**config.mk**
```make
export PLATFORM = sky130hd
export DESIGN_NAME = taillight_decoder_flat
export DESIGN_NICKNAME = d
export VERILOG_FILES = /design/src/rtl/taillight_decoder_pkg.sv /design/src/rtl/taillight_decoder_if.sv /design/src/rtl/taillight_decoder_sat_counter.sv /design/src/rtl/taillight_decoder.sv /design/src/flat_wrapper.sv
export SDC_FILE = /design/constraint.sdc
export NUM_CORES = 1
export LEC_CHECK = 0
export BUFFER_PORTS_ARGS = -buffer_cell sky130_fd_sc_hd__buf_2
export CAP_MARGIN = 20
export CORE_MARGIN = 1
export CORE_UTILIZATION = 57
export CTS_CLUSTER_DIAMETER = 200
export CTS_CLUSTER_SIZE = 16
export DETAILED_ROUTE_END_ITERATION = 16
export GPL_TIMING_DRIVEN = 0
export HOLD_SLACK_MARGIN = 0.06
export PLACE_DENSITY = 0.79
export SETUP_SLACK_MARGIN = 0.1
export SLEW_MARGIN = 15
export SYNTH_ARGS = -nofsm -noshare
export SYNTH_HDL_FRONTEND = slang
export SYNTH_SLANG_ARGS = --single-unit
```
**constraint.sdc**
```tcl
create_clock -name clk -period 2.8 [get_ports clk]
set_input_delay 0.28 -clock clk [delete_from_list [all_inputs] [get_ports clk]]
set_output_delay 0.28 -clock clk [all_outputs]
set_load 0.005 [all_outputs]
```
**src/rtl/taillight_decoder_pkg.sv**
```systemverilog
// tl_pkg: shared types, lamp patterns and step helpers for the taillight decoder.
// Optional build macro TLDEC_ERRCODE_EN enables the err_code output.
package tl_pkg;

    typedef enum logic [1:0] {
        MODE_NONE  = 2'd0,
        MODE_LEFT  = 2'd1,
        MODE_RIGHT = 2'd2,
        MODE_HAZ   = 2'd3
    } mode_e;

    typedef enum logic [3:0] {
        ST_IDLE,
        ST_L1,
        ST_L2,
        ST_L3,
        ST_R1,
        ST_R2,
        ST_R3,
        ST_HZ,
        ST_SYNC
    } dec_state_e;

    localparam logic [2:0] PAT_OFF = 3'b000;
    localparam logic [2:0] PAT_1   = 3'b001;
    localparam logic [2:0] PAT_2   = 3'b011;
    localparam logic [2:0] PAT_3   = 3'b111;

    localparam logic [2:0] ERR_NONE      = 3'd0;
    localparam logic [2:0] ERR_ILLEGAL   = 3'd1;
    localparam logic [2:0] ERR_OVERHOLD  = 3'd2;
    localparam logic [2:0] ERR_UNDERHOLD = 3'd3;
    localparam logic [2:0] ERR_FIRST     = 3'd4;

    // {li,ri} shown while a lit state is held
    function automatic logic [5:0] state_pat(dec_state_e s);
        logic [5:0] p;
        unique case (s)
            ST_L1:   p = {PAT_1, PAT_OFF};
            ST_L2:   p = {PAT_2, PAT_OFF};
            ST_L3:   p = {PAT_3, PAT_OFF};
            ST_R1:   p = {PAT_OFF, PAT_1};
            ST_R2:   p = {PAT_OFF, PAT_2};
            ST_R3:   p = {PAT_OFF, PAT_3};
            ST_HZ:   p = {PAT_3, PAT_3};
            default: p = '0;
        endcase
        return p;
    endfunction

    // pattern that legally follows a lit state (all-off ends a sweep)
    function automatic logic [5:0] succ_pat(dec_state_e s);
        logic [5:0] p;
        unique case (s)
            ST_L1:   p = {PAT_2, PAT_OFF};
            ST_L2:   p = {PAT_3, PAT_OFF};
            ST_R1:   p = {PAT_OFF, PAT_2};
            ST_R2:   p = {PAT_OFF, PAT_3};
            default: p = '0;
        endcase
        return p;
    endfunction

    function automatic dec_state_e succ_state(dec_state_e s);
        dec_state_e n;
        unique case (s)
            ST_L1:   n = ST_L2;
            ST_L2:   n = ST_L3;
            ST_R1:   n = ST_R2;
            ST_R2:   n = ST_R3;
            default: n = ST_IDLE;
        endcase
        return n;
    endfunction

    // sweep type finished when leaving this state to all-off
    function automatic mode_e sweep_mode(dec_state_e s);
        mode_e m;
        unique case (s)
            ST_L3:   m = MODE_LEFT;
            ST_R3:   m = MODE_RIGHT;
            ST_HZ:   m = MODE_HAZ;
            default: m = MODE_NONE;
        endcase
        return m;
    endfunction

    // where to land after an error or a fresh start from idle
    function automatic dec_state_e entry_state(logic [5:0] obs);
        dec_state_e n;
        unique case (obs)
            {PAT_1, PAT_OFF}:   n = ST_L1;
            {PAT_OFF, PAT_1}:   n = ST_R1;
            {PAT_3, PAT_3}:     n = ST_HZ;
            {PAT_OFF, PAT_OFF}: n = ST_IDLE;
            default:            n = ST_SYNC;
        endcase
        return n;
    endfunction

endpackage

```
**src/rtl/taillight_decoder_if.sv**
```systemverilog
// Lamp bus plus decoder status, shared by lamp driver and decoder.
// Optional build macro TLDEC_ERRCODE_EN adds err_code.
interface taillight_decoder_if #(
    parameter int CNT_W = 8
);
    logic [2:0]       li;
    logic [2:0]       ri;
    logic [1:0]       mode;
    logic             mode_valid;
    logic             sweep_done;
    logic             err;
    logic [CNT_W-1:0] sweep_cnt;
    logic [CNT_W-1:0] err_cnt;
`ifdef TLDEC_ERRCODE_EN
    logic [2:0]       err_code;

    modport master (
        output li, ri,
        input  mode, mode_valid, sweep_done, err,
        input  sweep_cnt, err_cnt, err_code
    );
    modport slave (
        input  li, ri,
        output mode, mode_valid, sweep_done, err,
        output sweep_cnt, err_cnt, err_code
    );
`else
    modport master (
        output li, ri,
        input  mode, mode_valid, sweep_done, err,
        input  sweep_cnt, err_cnt
    );
    modport slave (
        input  li, ri,
        output mode, mode_valid, sweep_done, err,
        output sweep_cnt, err_cnt
    );
`endif
endinterface

```
**src/rtl/taillight_decoder_sat_counter.sv**
```systemverilog
// tl_sat_counter: event counter that sticks at all-ones.
// Used for the sweep and error tallies of taillight_decoder.
module tl_sat_counter
    import tl_pkg::*;
#(
    parameter int W = 8
) (
    input  logic         clk,
    input  logic         rst,
    input  logic         inc_i,
    output logic [W-1:0] cnt_o
);
    logic [W-1:0] cnt_q;
    logic [W-1:0] cnt_d;

    // bump on request unless already at the ceiling
    always_comb begin
        cnt_d = cnt_q;
        if (inc_i && (cnt_q != '1)) begin
            cnt_d = cnt_q + 1'b1;
        end
    end

    // count register, synchronous active-low clear
    always_ff @(posedge clk) begin
        if (!rst) begin
            cnt_q <= '0;
        end else begin
            cnt_q <= cnt_d;
        end
    end

    assign cnt_o = cnt_q;

endmodule

```
**src/rtl/taillight_decoder.sv**
```systemverilog
// taillight_decoder: watches li/ri, rebuilds the signalling mode, flags bad steps.
// Optional build macro TLDEC_ERRCODE_EN adds a held err_code output.
module taillight_decoder
    import tl_pkg::*;
#(
    parameter int STEP_CYC = 1,
    parameter int IDLE_MAX = 4,
    parameter int CNT_W    = 8
) (
    input  logic               clk,
    input  logic               rst,
    taillight_decoder_if.slave bus
);
    localparam int IW = $clog2(IDLE_MAX + 1);
    localparam logic [3:0]    HOLD_LAST = 4'(STEP_CYC - 1);
    localparam logic [IW-1:0] IDLE_TOP  = IW'(IDLE_MAX);

    logic [5:0]       obs;
    dec_state_e       state_q, state_d;
    logic [3:0]       hold_q, hold_d;
    logic [IW-1:0]    idle_q, idle_d;
    mode_e            mode_q, mode_d;
    logic             mvalid_q, mvalid_d;
    logic             done_q, done_d;
    logic             err_q, err_d;
    logic [2:0]       fault_d;
    logic [CNT_W-1:0] sweep_cnt_w;
    logic [CNT_W-1:0] err_cnt_w;

    assign obs = {bus.li, bus.ri};

    // step checker: classify each sample against the current lamp state
    always_comb begin
        state_d  = state_q;
        hold_d   = hold_q;
        mode_d   = mode_q;
        mvalid_d = mvalid_q;
        done_d   = 1'b0;
        fault_d  = ERR_NONE;
        idle_d   = '0;
        if (obs == '0) begin
            idle_d = (idle_q == IDLE_TOP) ? idle_q : idle_q + 1'b1;
        end
        if (idle_q == IDLE_TOP) begin
            mode_d   = MODE_NONE;
            mvalid_d = 1'b0;
        end
        unique case (state_q)
            ST_IDLE: begin
                if (obs != '0) begin
                    // idle_q==0 here only straight after reset: no
                    // all-off seen yet, so we may be mid-sweep
                    if (idle_q == '0) begin
                        state_d = ST_SYNC;
                    end else begin
                        state_d = entry_state(obs);
                        hold_d  = '0;
                        if (entry_state(obs) == ST_SYNC) begin
                            fault_d = ERR_FIRST;
                        end
                    end
                end
            end
            ST_SYNC: begin
                if (obs == '0) begin
                    state_d = ST_IDLE;
                end
            end
            default: begin
                if (obs == state_pat(state_q)) begin
                    if (hold_q == HOLD_LAST) begin
                        fault_d = ERR_OVERHOLD;
                        state_d = entry_state(obs);
                        hold_d  = '0;
                    end else begin
                        hold_d = hold_q + 1'b1;
                    end
                end else if (hold_q < HOLD_LAST) begin
                    fault_d = ERR_UNDERHOLD;
                    state_d = entry_state(obs);
                    hold_d  = '0;
                end else if (obs == succ_pat(state_q)) begin
                    state_d = succ_state(state_q);
                    hold_d  = '0;
                    if (succ_state(state_q) == ST_IDLE) begin
                        done_d   = 1'b1;
                        mode_d   = sweep_mode(state_q);
                        mvalid_d = 1'b1;
                    end
                end else begin
                    fault_d = ERR_ILLEGAL;
                    state_d = entry_state(obs);
                    hold_d  = '0;
                end
            end
        endcase
        err_d = (fault_d != ERR_NONE);
    end

    // state and registered status outputs
    always_ff @(posedge clk) begin
        if (!rst) begin
            state_q  <= ST_IDLE;
            hold_q   <= '0;
            idle_q   <= '0;
            mode_q   <= MODE_NONE;
            mvalid_q <= 1'b0;
            done_q   <= 1'b0;
            err_q    <= 1'b0;
        end else begin
            state_q  <= state_d;
            hold_q   <= hold_d;
            idle_q   <= idle_d;
            mode_q   <= mode_d;
            mvalid_q <= mvalid_d;
            done_q   <= done_d;
            err_q    <= err_d;
        end
    end

`ifdef TLDEC_ERRCODE_EN
    logic [2:0] code_q;

    // last error cause, kept until the next error
    always_ff @(posedge clk) begin
        if (!rst) begin
            code_q <= ERR_NONE;
        end else if (err_d) begin
            code_q <= fault_d;
        end
    end

    assign bus.err_code = code_q;
`endif

    tl_sat_counter #(.W(CNT_W)) u_sweep_cnt (
        .clk   (clk),
        .rst   (rst),
        .inc_i (done_d),
        .cnt_o (sweep_cnt_w)
    );

    tl_sat_counter #(.W(CNT_W)) u_err_cnt (
        .clk   (clk),
        .rst   (rst),
        .inc_i (err_d),
        .cnt_o (err_cnt_w)
    );

    assign bus.mode       = mode_q;
    assign bus.mode_valid = mvalid_q;
    assign bus.sweep_done = done_q;
    assign bus.err        = err_q;
    assign bus.sweep_cnt  = sweep_cnt_w;
    assign bus.err_cnt    = err_cnt_w;

endmodule

```
**src/flat_wrapper.sv**
```systemverilog
// flat-port wrapper written by rule: the top's interface ports become plain ports
module taillight_decoder_flat import tl_pkg::*;
#(
    parameter int STEP_CYC = 1,
    parameter int IDLE_MAX = 4,
    parameter int CNT_W    = 8
)
  (clk, rst, bus_li, bus_ri, bus_mode, bus_mode_valid, bus_sweep_done, bus_err, bus_sweep_cnt, bus_err_cnt);
  taillight_decoder_if #(.CNT_W(CNT_W)) bus_i ();
  input  logic clk;
  input  logic rst;
  input wire logic [$bits(bus_i.li)-1:0] bus_li;
  input wire logic [$bits(bus_i.ri)-1:0] bus_ri;
  output wire logic [$bits(bus_i.mode)-1:0] bus_mode;
  output wire logic [$bits(bus_i.mode_valid)-1:0] bus_mode_valid;
  output wire logic [$bits(bus_i.sweep_done)-1:0] bus_sweep_done;
  output wire logic [$bits(bus_i.err)-1:0] bus_err;
  output wire logic [$bits(bus_i.sweep_cnt)-1:0] bus_sweep_cnt;
  output wire logic [$bits(bus_i.err_cnt)-1:0] bus_err_cnt;
  assign bus_i.li = bus_li;
  assign bus_i.ri = bus_ri;
  assign bus_mode = bus_i.mode;
  assign bus_mode_valid = bus_i.mode_valid;
  assign bus_sweep_done = bus_i.sweep_done;
  assign bus_err = bus_i.err;
  assign bus_sweep_cnt = bus_i.sweep_cnt;
  assign bus_err_cnt = bus_i.err_cnt;
  taillight_decoder #(.STEP_CYC(STEP_CYC), .IDLE_MAX(IDLE_MAX), .CNT_W(CNT_W)) u_core (.clk(clk), .rst(rst), .bus(bus_i));
endmodule
```
==> reports/results.txt, run 1 <==
By area the synthesized netlist is led by dfxtp_1, a21oi_1, nand3_1, mux2i_1, ha_1. The tools report the worst setup path startpoint as u_core.state_q[2]. On the final layout, the worst hold slack is 0.2447 ns. Of the total power, the share spent switching nets is 36.93%. Among all flip-flop cells after synthesis, the most frequent one is dfxtp_1.

The number of fillers in the final layout was 261; the clock-pin slew on the worst setup and hold paths was 0.10 ns. Setup repair after global routing could not meet its margin everywhere. The worst register-to-register path has a setup slack of 0.18 ns. The worst relative slew slack was 52.03%; the power share of the sequential group was 35.5%. The transition time at the pin with the least slew margin was 0.7120 ns.

The initial antenna violation count was 0. CTS placed an instance of clkbuf_4 at the clock tree root. The logs give 0 for the number of antenna repair diodes and 52 for the count of cell types in the netlist.

For the clock network power share, the log shows 26.3%. The tools report the final standard cell utilization of the core as 73.79%. By count the netlist is led by dfxtp_1, a21oi_1, nand3_1, nand2_1, nor2_1. Detailed placement finished with a half-perimeter wire length of 3403 um.

The via density per instance is 6.217. The minimum setup slack after placement is 0.07356 ns, and the worst voltage drop across the vdd grid is 0.3748 mV. Measured along the y axis, the die boundary spans 61.82 um. The sum of buffers and inverters on the critical path works out to 1.

Data arrives at the worst endpoint at 2.90 ns. The routed design could run at a clock period as short as 2.624 ns. The synthesized area was 0.002039 mm^2; the per-instance average area after synthesis was 7.905 um^2. For the placer's final routability congestion estimate, the log shows 0.9330. Yosys printed 0 warnings. The detailed route wirelength on metal2 came out at 2443 um.

The area share of the leading cell type in the synthesized netlist is 31.41%, and the number of hold-repair buffers added at the cts stage is 0. The logs give 0.003821 mm^2 for the full die area and 258 for the instance count of the mapped netlist. The number of global-route vias before repair was 1662; the overall fraction of global-route tracks in use was 27.22%. Dividing the detail-routed wire length by the instance count gives 14.96 um.

For the number of clock buffers inserted by TritonCTS, the log shows 5. The worst clock skew on the final layout was 0.003893 ns. The cell depth of the worst flop-to-flop path was 8; the standby leakage power was 0.0009198 uW.

In the routed design, unresolved DRC markers number 0. The longest individual stage delay on the worst path was 0.49 ns. Dominant cell by count in the synthesized netlist: dfxtp_1.

The library cell with the largest summed area after synthesis was dfxtp_1. The routed design has 5176 um of wire. The tools report the startpoint type of the worst setup path as a flop. Of the synthesized area, sequential elements account for 31.41%.

The flip-flop and latch count after synthesis is 32. The tools report the remaining antenna violation count as 0. Cell at the slowest stage of the critical path: nor4b_1. The setup TNS was 0 ns. The run finished with clean final reports. The total of endpoints with negative setup slack in the final report is 0. Compared with the post-synthesis result, the final layout area differs by 22.64%. The maximum level of the CTS H-tree was 2; the first-iteration detailed-routing DRC count was 236. In this run the power density over the cells is 613.2 mW/mm^2. The number of nets handed over by synthesis was 272. The run gives 381.1 MHz as the maximum frequency from static timing analysis. The number of hold violations in the final report was 0. The worst setup path is captured at a flop.

For this block, the via count after detailed routing is 2151. The proportion of layout cells with a drive suffix above 1 came out at 21.67%. For this design the total switching power over the nets is 566.4 uW.

The worst setup path category is flop to flop. After detailed routing, the wire length on met1 is 2307 um. The core region is 0.003390 mm^2. The critical path endpoint was u_core.u_sweep_cnt.cnt_o[5].

The internal power of the cells totals 967.3 uW. The biggest fanout along the worst timing path came out at 10. The number of search-and-repair iterations in the first detailed-routing pass was 5. The I/O pin count is 29. The overall overflow remaining after global route was 0; the logic gate share of total power was 38.2%. The total number of placement rows was 21. The startpoint identified for the worst register-to-register timing path is u_core.state_q[2]. The number of pins exceeding their max-slew limit in the final report was 0; the fraction of synthesis flops using an asynchronous set or reset pin was 0%. Of the available clock period, the critical path in the final layout requires 93.71%. The routed wire length on met3 came out at 350 um. Port buffering added 26 buffers. Once the floorplan was initialized, standard cells occupied 60.17% of the core.

The critical register-to-register path endpoint is u_core.u_sweep_cnt.cnt_o[5]. The critical path goes through buf_6 -> or3b_4 -> a2111oi_4 -> a31oi_2 -> nor3_4 -> o2111ai_4 -> nor4b_1 -> mux2i_1. TritonCTS built the clock tree. In this run the deepest clock path goes through 2 buffers. The required time of the critical path is 3.08 ns, and the number of gates on the worst path with buffers counted is 8. Counting every sink on the clock net gives 32. Entering global routing, the biggest net connects 12 pins. Summing internal, switching and leakage power gives 1534 uW.

The gate family responsible for the most delay along the worst path is simple AND/OR/NAND/NOR gates. Signal routing reaches up to met4. Max-cap violations in this run came to 0. The worst path meets setup with 0.1760 ns of slack. The net count of the finished layout is 313.

In this run, synthesis inferred 0 flip-flops with an integrated enable. In this run the horizontal extent of the chip is 61.82 um. The first global-routing pass estimated 7590 um of wire. The clock latency at the later pin of the worst-skew pair came out at 0.34 ns.

The worst hold path belongs to the class input port to flop.
-- tightest hold or removal path, stage by stage --
cell and delay (ns):
buf_2 0.11, nand2b_1 0.09, o41ai_1 0.06
-- how the worst min path moves through the flow --
stage,startpoint,endpoint,depth (start not counted)
floorplan,rst,u_core.u_sweep_cnt.cnt_o[3],2
global placement,u_core.bus.mode_valid,u_core.bus.mode_valid,2
detailed placement,u_core.bus.mode_valid,u_core.bus.mode_valid,2
CTS,rst,u_core.u_sweep_cnt.cnt_o[3],3
global route,rst,u_core.u_sweep_cnt.cnt_o[3],3
finish,rst,u_core.u_sweep_cnt.cnt_o[3],3
-- cells by family (layout without fill, tap and decap cells) --
group	count (synthesis)	after routing	share of synthesized area, %
AOI/OAI and AO/OA	67	68	22.58
xor gates and xnor gates	5	5	2.147
adders and majority gates	6	6	3.681
buffers and inverters	23	64	4.785
DFF	32	32	31.41
muxes	10	10	4.969
and+or+nand+nor	115	115	30.43
-- cell type report --
class	instances	area [um^2]	share of cell area [%]
plain buffers	12	86.33	3.452
clock buffers	7	65.06	2.601
clock inverters	1	30.03	1.201
inverters	11	41.29	1.651
multi-input cells	204	1388	55.48
flip-flops and latches	32	646.9	25.86
well taps	46	57.56	2.301
repair buffers	33	186.4	7.454
-- sequential cells by signal, indices dropped and copies added, names as in the netlist --
name / flops
u_core.bus.mode: 2
u_core.bus.sweep_done: 1
u_core.hold_q: 4
u_core.idle_q: 3
u_core.bus.mode_valid: 1
u_core.state_q: 4
u_core.u_err_cnt.cnt_o: 8
u_core.u_sweep_cnt.cnt_o: 8
u_core.bus.err: 1
-- power groups by stage --
stage               Clock [uW]  Combinational (uW)  Sequential (uW)
global route               424                 646              553
detailed placement           0                 483              542
global placement             0                 475              542
finish                     403                 586              545
CTS                        406                 517              534
floorplan                    0                 377              535
-- per-stage QoR --
step	area, um^2	cells
after floorplan	2039	258
after global placement	2227	330
after detailed placement	2227	330
after CTS	2390	341
after global routing	2501	346
final	2501	346
-- layout by cell type, fill, tap and decap left out, drive strengths merged, types with 2 or more instances in the layout --
cell type   n
a211oi      2
a21boi      2
a21o        4
a21oi      24
a221oi      2
a31oi       3
and3        5
buf        38
clkbuf     14
dfxtp      32
ha          6
inv        10
mux2i       9
nand2      20
nand2b     12
nand3      21
nand3b      2
nand4       2
nor2       20
nor2b       3
nor3       10
nor3b       3
nor4b       2
o2111ai     3
o21ai       7
o22ai       3
o311ai      2
o31ai       5
o41ai       3
or2b        2
or3         4
or3b        2
or4         4
xnor2       4
-- per-layer routing --
| layer | global-route usage [%] | up-vias |
|---|---|---|
| met3 | 7.246 | 8 |
| met4 | 8.889 | 0 |
| met1 | 36.68 | 1009 |
| met5 | 0 | - |
| li1 | - | 1037 |
| met2 | 42.40 | 97 |
-- what timing repair did --
action                                  CTS  global route
cloned                                    1             0
endpoints found under the setup margin    6            21
resized for setup                         8            20
pin swaps                                 1             9
buffers inserted                          2             5
No activity file was read; power rests on OpenSTA's default activity.
==> run 2: changes to the inputs <==
Settings changed: SYNTH_HIERARCHICAL set to 1.
==> reports/results.txt, run 2 <==
The flow ran to the end, and the final reports show no timing, DRC or antenna violations. The instance count of the mapped netlist was 258 (unchanged). Of all cell types, the one taking the most synthesized area is dfxtp_1.

For the data arrival at the endpoint of the critical path, the log shows 2.81 ns (-0.09 ns). Setup repair after global routing could not meet its margin everywhere. The tightest min-delay check is of the input port to flop type.

The most frequently used flop master after synthesis was dfxtp_1. The number of search-and-repair iterations in the first detailed-routing pass is 4 (-1). The worst setup path category is flop to flop.

The number of instances in the placed design came out at 330 (unchanged). The via density per instance was 6.181 (-0.57%); the half-perimeter wire length after detailed placement was 3378 um (-0.73%). Biggest fanout along the worst timing path: 10 (unchanged).

The first-iteration detailed-routing DRC count is 112 (-53%), and the worst voltage drop across the vdd grid is 0.5134 mV (+37%). The overall overflow remaining after global route came out at 0 (unchanged). The per-instance average area after synthesis is 8.332 um^2 (+5.4%).

The final routed wirelength across all metal layers came out at 5040 um (-2.6%). The number of pins exceeding their max-slew limit in the final report came out at 0 (unchanged). Sorting the synthesized cells by area gives the leading types as dfxtp_1, nand2_1, a21oi_1, ha_1, mux2i_1. The proportion of synthesized chip area in sequential cells is 29.80% (-1.6 points), and the clock latency at the later pin of the worst-skew pair is 0.28 ns (-0.06 ns). The total of endpoints with negative setup slack in the final report was 0 (unchanged).

Die width: 63.41 um (+2.6%). The number of buffers on the longest clock path is 2 (unchanged), and the final worst-path cycle share is 93.82% (+0.10 points). The dominant cell by count in the synthesized netlist was dfxtp_1. The effective utilization at floorplan came out at 61.98% (+1.8 points). The run gives 0 (unchanged) as the remaining antenna violation count. The final period demand of the worst path is 2.627 ns (+0.002881 ns), and the total via count in the routed design is 2114 (-1.7%). The run gives 0.006542 ns (+0.002649 ns) as the worst clock skew on the final layout. The full die area was 0.004021 mm^2 (+5.2%); the average wire per cell in the routed design was 14.74 um (-1.5%). The run gives 5 (unchanged) as the number of clock buffers inserted by TritonCTS. The total number of placement rows is 21 (unchanged), and the synthesized area is 0.002150 mm^2 (+5.4%).

Placed instance area: 0.002337 mm^2 (+4.9%). The clock-pin slew on the worst setup and hold paths came out at 0.07 ns (-0.03 ns). The worst setup path is launched from a flop. The logs give 18 (+6) for the pin count of the biggest net entering global routing and 342 (-1.2%) for the post-route non-filler standard cell count. The placer's final routability congestion estimate came out at 0.8538 (-8.5%). The logs give 0.003468 mm^2 (+2.3%) for the area of the core region and 0.001017 uW (+11%) for the standby leakage power. Global-route wire length before repair: 8155 um (+7.4%). STA classifies the critical path endpoint as a flop.

The logs give 1819 (+9.4%) for the number of global-route vias before repair and 64 (+23%) for the count of cell types in the netlist. The run gives 6 (+6) as the number of warnings printed during yosys synthesis. The root buffer cell chosen for the clock tree is clkbuf_8. The count of buffers inserted at the top-level ports is 26 (unchanged). The count of clock tree sinks is 32 (unchanged), and the proportion of layout cells with a drive suffix above 1 is 27.03% (+5.4 points).

The number of enable-type register cells in the synthesized netlist is 0 (unchanged). The count of maximum capacitance violations came out at 0 (unchanged). The number of antenna repair diodes is 0 (unchanged), and the final design instance area without fill is 0.002551 mm^2 (+2.0%).

The area growth from synthesis to layout was 18.68%. The tools report the maximum frequency from static timing analysis as 380.7 MHz (-0.11%). The number of hold violations in the final report was 0 (unchanged); the area share of the leading cell type in the synthesized netlist was 29.80% (-1.6 points).

The power density normalized to cell area works out to 714.3 mW/mm^2 (+16%). The top cell types in the final layout, fill and taps aside, are buf_2, dfxtp_1, nand2_1. The overall die height is 63.41 um (+2.6%), and the fraction of synthesis flops using an asynchronous set or reset pin is 0% (unchanged). The net count reported at finish was 309 (-1.3%). After synthesis, the most frequently instantiated cells are dfxtp_1, nand2_1, a21oi_1, inv_1, nor2_1. The worst relative slew slack is 53.79% (+1.8 points), and the transition time at the pin with the least slew margin is 0.6894 ns (-0.02255 ns). The logs give 0 ns (unchanged) for the setup TNS and 272 (unchanged) for the number of nets in the synthesized netlist.

Maximum level of the CTS H-tree: 2 (unchanged). The tools report the I/O pin count as 29 (unchanged). The initial antenna violation count was 0 (unchanged). The required time of the critical path was 2.98 ns (-0.10 ns); the overall fraction of global-route tracks in use was 25.68% (-1.5 points). Flip-flop and latch count after synthesis: 32 (unchanged). TritonCTS built the clock tree. The DRC violation count after routing was 0 (unchanged).
-- run 2: cells by family after synthesis --
| kind of cell | Yosys count | synth area share [%] |
|---|---|---|
| simple gates | 105 | 27.71 |
| buf+inv | 25 | 5.995 |
| xor+xnor | 5 | 2.037 |
| flops | 32 | 29.80 |
| fa+ha+maj | 7 | 3.958 |
| compound gates | 78 | 27.71 |
| mux | 6 | 2.794 |
-- run 2: layout make-up --
| class | count | area [um^2] |
|---|---|---|
| Fill cell | 295 | 917.1 |
| Sequential cell | 32 | 643.1 |
| Timing Repair Buffer | 30 | 160.2 |
| Tap cell | 46 | 57.56 |
| Clock buffer | 6 | 82.58 |
| Buffer | 11 | 83.83 |
| Clock inverter | 2 | 10.01 |
| Multi-Input combinational cell | 201 | 1459 |
| Inverter | 14 | 55.05 |
-- run 2: path summary, 6_finish.rpt --
kind	from	end	slack, ns	cells after the start
setup / recovery	u_core/state_q[1]	u_core/u_sweep_cnt/cnt_o[6]	0.17	10
hold / removal	rst	u_core/u_err_cnt/cnt_o[4]	0.40	3
setup reg to reg	u_core/state_q[1]	u_core/u_sweep_cnt/cnt_o[6]	0.17	10
hold reg to reg	u_core/bus.mode_valid	u_core/bus.mode_valid	0.47	2
-- run 2: per-layer routing --
| layer | vias up | track usage [%] | share of wire (%) |
|---|---|---|---|
| met4 | 0 | 8.523 | 1.2 |
| li1 | 1045 | - | - |
| met1 | 995 | 34.67 | 46 |
| met5 | - | 0 | 0 |
| met3 | 6 | 4.891 | 6.5 |
| met2 | 68 | 40.69 | 46 |
-- run 2: per-stage QoR --
| step | setup WS [ns] | power, uW | hold slack [ns] | util (%) |
|---|---|---|---|---|
| 6_report | 0.1731 | 1822 | 0.3965 | 73.56 |
| 2_1_floorplan | 0.2472 | 1181 | 0.4244 | - |
| 3_3_place_gp | -0.05191 | 1327 | 0.4433 | 67.39 |
| 5_1_grt | 0.09295 | 1930 | 0.4199 | 73.56 |
| 3_5_place_dp | -0.07648 | 1336 | 0.4575 | 67.39 |
| 4_1_cts | 0.1063 | 1702 | 0.3991 | 70.24 |
-- run 2: report_power, final --
part | switching [uW] | internal, uW | leakage, uW
registers | 41.6 | 502 | 0.000260
clock network | 166 | 196 | 0.0000510
logic | 520 | 397 | 0.000707
-- run 2: repair_timing --
item	4_1_cts	5_1_grt
hold buffers	0	0
setup buffers	0	4
resized for setup	3	17
setup endpoints to repair	2	4
pin swaps	1	5
-- run 2: worst max-delay path, stage by stage, from the launching register on --
cell	delay, ns
dfxtp_1	0.30
buf_4	0.16
buf_6	0.15
nor3b_4	0.22
mux2i_2	0.32
o221ai_4	0.16
a311o_2	0.43
inv_4	0.09
nand3_2	0.09
or4_1	0.41
and3_1	0.19
